**src/rtl/regfile_mp.sv**
```systemverilog
// rtl/regfile_mp.sv - multi-port integer register file with load scoreboard
//
// Purpose: RD_PORTS combinational read ports, write port A (in-order pipeline
// writeback) and write port B (late load return). A per-register busy bit
// tracks outstanding loads so decode can stall on RAW hazards. With FWD=1,
// same-cycle write data is bypassed to the read ports.
//
// Ports:
//   clk, rst            clock, asynchronous active-low reset
//   rd_addr, rd_use     packed read addresses, per-port operand-consumed flags
//   rd_data, rd_busy    packed read data, per-port busy of addressed register
//   stall               any consumed operand has a load outstanding
//   wa_en/addr/data     pipeline writeback port
//   wb_en/addr/data     load-return port (accepted only while busy)
//   claim_en/addr       load issued, mark destination busy
//   flush               clear all busy bits
//   busy_vec            registered busy bits
//   drop_cnt            saturating count of dropped port-B writes
module regfile_mp #(
  parameter int DATA_W   = 32,
  parameter int REG_NUM  = 32,
  parameter int RD_PORTS = 2,
  parameter int FWD      = 1,
  parameter int AW       = (REG_NUM > 1) ? $clog2(REG_NUM) : 1
) (
  input  logic                       clk,
  input  logic                       rst,
  input  logic [RD_PORTS*AW-1:0]     rd_addr,
  input  logic [RD_PORTS-1:0]        rd_use,
  output logic [RD_PORTS*DATA_W-1:0] rd_data,
  output logic [RD_PORTS-1:0]        rd_busy,
  output logic                       stall,
  input  logic                       wa_en,
  input  logic [AW-1:0]              wa_addr,
  input  logic [DATA_W-1:0]          wa_data,
  input  logic                       wb_en,
  input  logic [AW-1:0]              wb_addr,
  input  logic [DATA_W-1:0]          wb_data,
  input  logic                       claim_en,
  input  logic [AW-1:0]              claim_addr,
  input  logic                       flush,
  output logic [REG_NUM-1:0]         busy_vec,
  output logic [7:0]                 drop_cnt
);

  logic [DATA_W-1:0]  regs [REG_NUM];
  logic [REG_NUM-1:0] busy_nxt;
  logic               wa_ok;
  logic               wb_nz;
  logic               wb_acc;
  logic               wb_drop;
  logic               claim_ok;

  // Register 0 and addresses past the end of the array are never written,
  // claimed or read back (they read as 0).
  function automatic logic addr_ok(input logic [AW-1:0] a);
    return (a != '0) && (32'(a) < REG_NUM);
  endfunction

  assign wa_ok    = wa_en && addr_ok(wa_addr);
  assign wb_nz    = wb_en && (wb_addr != '0);
  // Port B only lands while its load is still outstanding; anything else is
  // a stale return from before a flush or reset.
  assign wb_acc   = wb_nz && addr_ok(wb_addr) && busy_vec[wb_addr];
  assign wb_drop  = wb_nz && !wb_acc;
  assign claim_ok = claim_en && addr_ok(claim_addr);

  // Flush first, then load-return clear, then claim: a new claim always wins.
  always_comb begin
    busy_nxt = flush ? '0 : busy_vec;
    if (wb_acc) busy_nxt[wb_addr] = 1'b0;
    if (claim_ok) busy_nxt[claim_addr] = 1'b1;
  end

  always_ff @(posedge clk or negedge rst) begin
    if (!rst) begin
      for (int r = 0; r < REG_NUM; r++) regs[r] <= '0;
      busy_vec <= '0;
      drop_cnt <= '0;
    end else begin
      // Port A is assigned last so it wins a same-address collision.
      if (wb_acc) regs[wb_addr] <= wb_data;
      if (wa_ok) regs[wa_addr] <= wa_data;
      busy_vec <= busy_nxt;
      if (wb_drop && (drop_cnt != 8'hFF)) drop_cnt <= drop_cnt + 8'd1;
    end
  end

  for (genvar i = 0; i < RD_PORTS; i++) begin : g_rd
    logic [AW-1:0]     a;
    logic [DATA_W-1:0] d;
    logic              b;

    assign a = rd_addr[i*AW +: AW];

    always_comb begin
      d = '0;
      b = 1'b0;
      if (addr_ok(a)) begin
        d = regs[a];
        b = busy_vec[a];
      end
      if (FWD != 0) begin
        // A returning load is no longer a hazard in the cycle it lands.
        if (wb_acc && (wb_addr == a)) begin
          d = wb_data;
          b = 1'b0;
        end
        if (wa_ok && (wa_addr == a)) d = wa_data;
      end
    end

    assign rd_data[i*DATA_W +: DATA_W] = d;
    assign rd_busy[i]                  = b;
  end

  assign stall = |(rd_use & rd_busy);

endmodule

```
**config.mk**
```make
export PLATFORM = sky130hd
export DESIGN_NAME = regfile_mp
export DESIGN_NICKNAME = d
export VERILOG_FILES = /design/src/rtl/regfile_mp.sv
export SDC_FILE = /design/constraint.sdc
export NUM_CORES = 2
export LEC_CHECK = 0
export BUFFER_PORTS_ARGS = -buffer_cell sky130_fd_sc_hd__buf_2
export CAP_MARGIN = 20
export CELL_PAD_IN_SITES_DETAIL_PLACEMENT = 1
export CELL_PAD_IN_SITES_GLOBAL_PLACEMENT = 1
export CORE_MARGIN = 10
export CORE_UTILIZATION = 46
export CTS_BUF_LIST = sky130_fd_sc_hd__clkbuf_4 sky130_fd_sc_hd__clkbuf_8
export DETAILED_ROUTE_END_ITERATION = 6
export PLACE_DENSITY_LB_ADDON = 0.1
export SYNTH_ARGS = -nofsm -noshare
export SYNTH_HDL_FRONTEND = slang
export SYNTH_SLANG_ARGS = --single-unit
```
**constraint.sdc**
```tcl
create_clock -name clk -period 2.5 [get_ports clk]
set_input_delay 0.25 -clock clk [delete_from_list [all_inputs] [get_ports clk]]
set_output_delay 0.25 -clock clk [all_outputs]
set_load 0.01 [all_outputs]
```
==> results.py <==
metrics = {
    "run_status": {
        "status": "finished with violations",
        "violations": "design-rule violations, negative setup slack",
    },
    "setup_path": {
        "crit_fanout": 15,
        "arrival_ps": 3580,
        "crit_type": "reg2out",
        "timing.critical_path.to": "rd_data[46]",
        "rrSetupSlack_ps": -430,
        "critPathLaunch": "busy_vec[18]$_DFF_PN0_",
        "cp-end-kind": "output port",
        "worst-r2r-cell-count": 10,
        "regToRegStartpoint": "busy_vec[18]$_DFF_PN0_",
        "timing.rr.end": "regs[904]$_DFF_PN0_",
        "cp-start-kind": "register",
        "crit_required_ps": 2250,
    },
    "timing": {
        "hold_violations": 0,
        "drv_slew": 0,
        "period_share_pct": 153,
        "worstMarginPinSlew_ps": 1110,
        "max_slew_margin_pct": 25.9,
        "skew_ps": 56.6,
        "period_needed_ps": 3830,
        "setup_viol": 790,
        "rsz0062_at_grt": "yes",
        "max_freq_mhz": 261,
        "finalWorstSetupSlack_ps": -1330,
    },
    "global_routing": {
        "grt_usage_pct": 51.5,
        "grt_pass1_vias": 84316,
        "grt_max_degree": 84,
        "grt_overflow": 0,
        "grt_pass1_wl_mm": 628,
        "grt_antenna_before_repair": 39,
    },
    "floorplanning": {
        "initial_utilization_pct": 46.2,
        "num_rows": 143,
        "num_io_pins": 204,
        "dieArea_mm2": 0.168,
        "die_w_um": 410,
        "die_h_um": 410,
        "coreArea_mm2": 0.152,
    },
    "place": {
        "placed_area_mm2": 0.0823,
        "port_buffers": 203,
        "dp_hpwl_mm": 286,
        "place.gp.congestion": 1.02,
    },
    "power": {
        "swShare_pct": 36.2,
        "power_frac_comb_pct": 31.0,
        "power_density_mw_per_mm2": 736,
        "seq_power_share_pct": 39.5,
        "p_clk_share_pct": 29.4,
        "p_int_w": 0.0417,
        "p_total_w": 0.0653,
        "p_leak_nw": 36.9,
        "power.switching_w": 0.0236,
        "peakVddDrop_v": 0.000585,
    },
    "drt": {
        "drt-wirelength-per-cell_um": 42.3,
        "dr.pass1.iters": 7,
        "vias_per_cell": 7.84,
        "antenna_left": 0,
        "drc": 17,
        "drt-total-wl_mm": 450,
        "num_vias": 83430,
        "drt-initial-drc-count": 14698,
    },
    "synth": {
        "synthFlopType": "dfrtp_1",
        "yosysUniqueCellTypes": 72,
        "syn_nets": 8013,
        "synth_enable_flop_cells": 0,
        "ys_seq_area_share_pct": 38.0,
        "syn_area_mm2": 0.0701,
        "yosys_warnings": 0,
        "async_flop_share_pct": 100,
        "yosys_register_bits": 1064,
        "avgSynthCellArea_um2": 8.86,
        "postSynthCellCount": 7915,
    },
    "clocking": {
        "cts.clk_slew.worst_paths_ps": 60,
        "cts_root_buf": "clkbuf_8",
        "cts_buffers": 201,
        "htree_levels": 4,
        "clk_latency_ps": 990,
        "clockBufferDepth": 3,
        "cts_tree": "yes",
        "clock_sinks": 1064,
    },
    "cells_and_area": {
        "nNetsFinal": 8508,
        "area_delta_synth_final_pct": 26.5,
        "nFillCells": 16797,
        "drive_above_1_share_pct": 26.2,
        "final_area_mm2": 0.0887,
        "postLayoutCoreUtil_pct": 58.5,
    },
    "worst_hold_path": {
        "hp-class": "in2async",
    },
    "job": {
        "cap_violations": 0,
    },
}
cells in the mapped netlist, types with 14 or more instances:
cell / instances / share of area [%]
o22ai_1: 43 / 0.38
nor2_1: 1038 / 5.6
xor2_1: 21 / 0.26
mux4_2: 343 / 11
a22oi_1: 260 / 2.8
mux2_2: 67 / 1.1
buf_1: 99 / 0.53
nand2_1: 447 / 2.4
o31ai_1: 128 / 1.4
nor2b_1: 32 / 0.29
a31oi_1: 803 / 7.2
a21o_1: 34 / 0.36
buf_2: 102 / 0.73
nand4_1: 36 / 0.32
inv_1: 42 / 0.22
nor3_1: 14 / 0.10
clkbuf_1: 827 / 4.4
o221ai_1: 58 / 0.72
a21oi_1: 389 / 2.8
or3_1: 31 / 0.28
a31o_2: 20 / 0.25
nand3_1: 536 / 3.8
nand4b_1: 26 / 0.32
clkbuf_2: 22 / 0.16
dfrtp_1: 1064 / 38
a221oi_1: 149 / 1.9
mux2i_1: 391 / 5.6
o21ai_0: 718 / 5.1
a211oi_1: 31 / 0.33
o211ai_2: 24 / 0.43
metrics by stage:
stage / hold WS [ps] / setup TNS, ps / setup WS, ps / std cells
CTS: 4.19 / -198370 / -1390 / 10577
global route: 39.1 / -291810 / -1390 / 10609
global placement: 213 / -268720 / -575 / 10126
detailed placement: 215 / -315950 / -620 / 10126
floorplan: -45.6 / -6880 / -168 / 7915
finish: 55.4 / -243790 / -1330 / 10637
logic make-up (layout without fill, tap and decap cells):
family          Yosys count  count (layout)  share of synthesized area (%)
buf+inv                1104            1749                           6.22
flops                  1064            1064                           38.0
mux                     802             802                           17.7
xor+xnor                 27              27                          0.337
compound gates         2707            2707                           24.2
simple gates           2210            2210                           13.6
fa+ha+maj                 1               1                         0.0178
other cells               0              47                              0
critical path: stages (launching register included):
cell	delay (ps)
dfrtp_1	390
mux2_4	270
a21oi_2	120
or4b_4	490
a211o_4	410
buf_4	170
buf_12	120
buf_12	170
a32oi_4	270
o21ai_4	80
buf_6	130
timing repair:
item                                   in CTS  in global routing
gates cloned                               13                  2
hold buffers                               75                  0
resized for setup                          58                 29
endpoints found under the hold margin    1819                  0
setup endpoints to repair                 788                827
setup buffers                              11                 13
pin swaps                                  14                 17
metal layers:
metal | vias to the layer above | global-route usage, % | part of all wire [%]
met5 | - | 0 | 0.026
met4 | 14 | 45.4 | 11
met3 | 2583 | 23.8 | 16
met2 | 8401 | 68.8 | 39
met1 | 41624 | 61.4 | 34
li1 | 30808 | - | -
worst min path at each step:
stage	startpoint	cells after the start	end	slack [ps]
floorplan	rst	0	busy_vec[0]$_DFF_PN0_	-50
global placement	rst	1	regs[188]$_DFF_PN0_	210
detailed placement	rst	1	regs[188]$_DFF_PN0_	220
CTS	wa_addr[0]	5	regs[63]$_DFF_PN0_	4
global route	wa_data[24]	4	regs[568]$_DFF_PN0_	40
finish	rst	3	regs[188]$_DFF_PN0_	60
final cells by class:
cell class                      count  area [um2]  area share, %
Clock inverter                     18         176          0.199
Tap cell                         2030        2540           2.86
Antenna cell                       47         118          0.133
Clock buffer                      335        4130           4.65
Timing Repair Buffer             1353       14500           16.4
Multi-Input combinational cell   5747       40400           45.6
Sequential cell                  1064       26600           30.0
Inverter                           43         168          0.189
state kept, by name (all words and copies together) (netlist names):
| register | count |
|---|---|
| regs | 1024 |
| busy_vec | 32 |
| drop_cnt | 8 |
placed cells by master, fill, tap and decap left out, types with 43 or more instances in the layout:
cell	count
nand3_1	530
dfrtp_1	1064
buf_4	737
a21oi_1	387
o21ai_0	716
clkbuf_4	77
mux4_2	343
a22oi_1	260
o22ai_1	43
a221oi_1	149
o31ai_1	128
buf_2	164
mux2_2	66
dlygate4sd3_1	74
buf_12	302
nand2_1	392
clkbuf_8	258
mux2i_1	391
nor2_1	1030
diode_2	47
a31oi_1	803
power groups by stage:
stage          Clock [W]  Combinational (W)  Sequential (W)
2_1_floorplan          0             0.0119          0.0242
3_3_place_gp           0             0.0180          0.0253
3_5_place_dp           0             0.0188          0.0256
4_1_cts           0.0190             0.0194          0.0254
5_1_grt           0.0198             0.0212          0.0261
6_report          0.0192             0.0203          0.0258
Note: power is estimated with default switching activity, not from simulation.
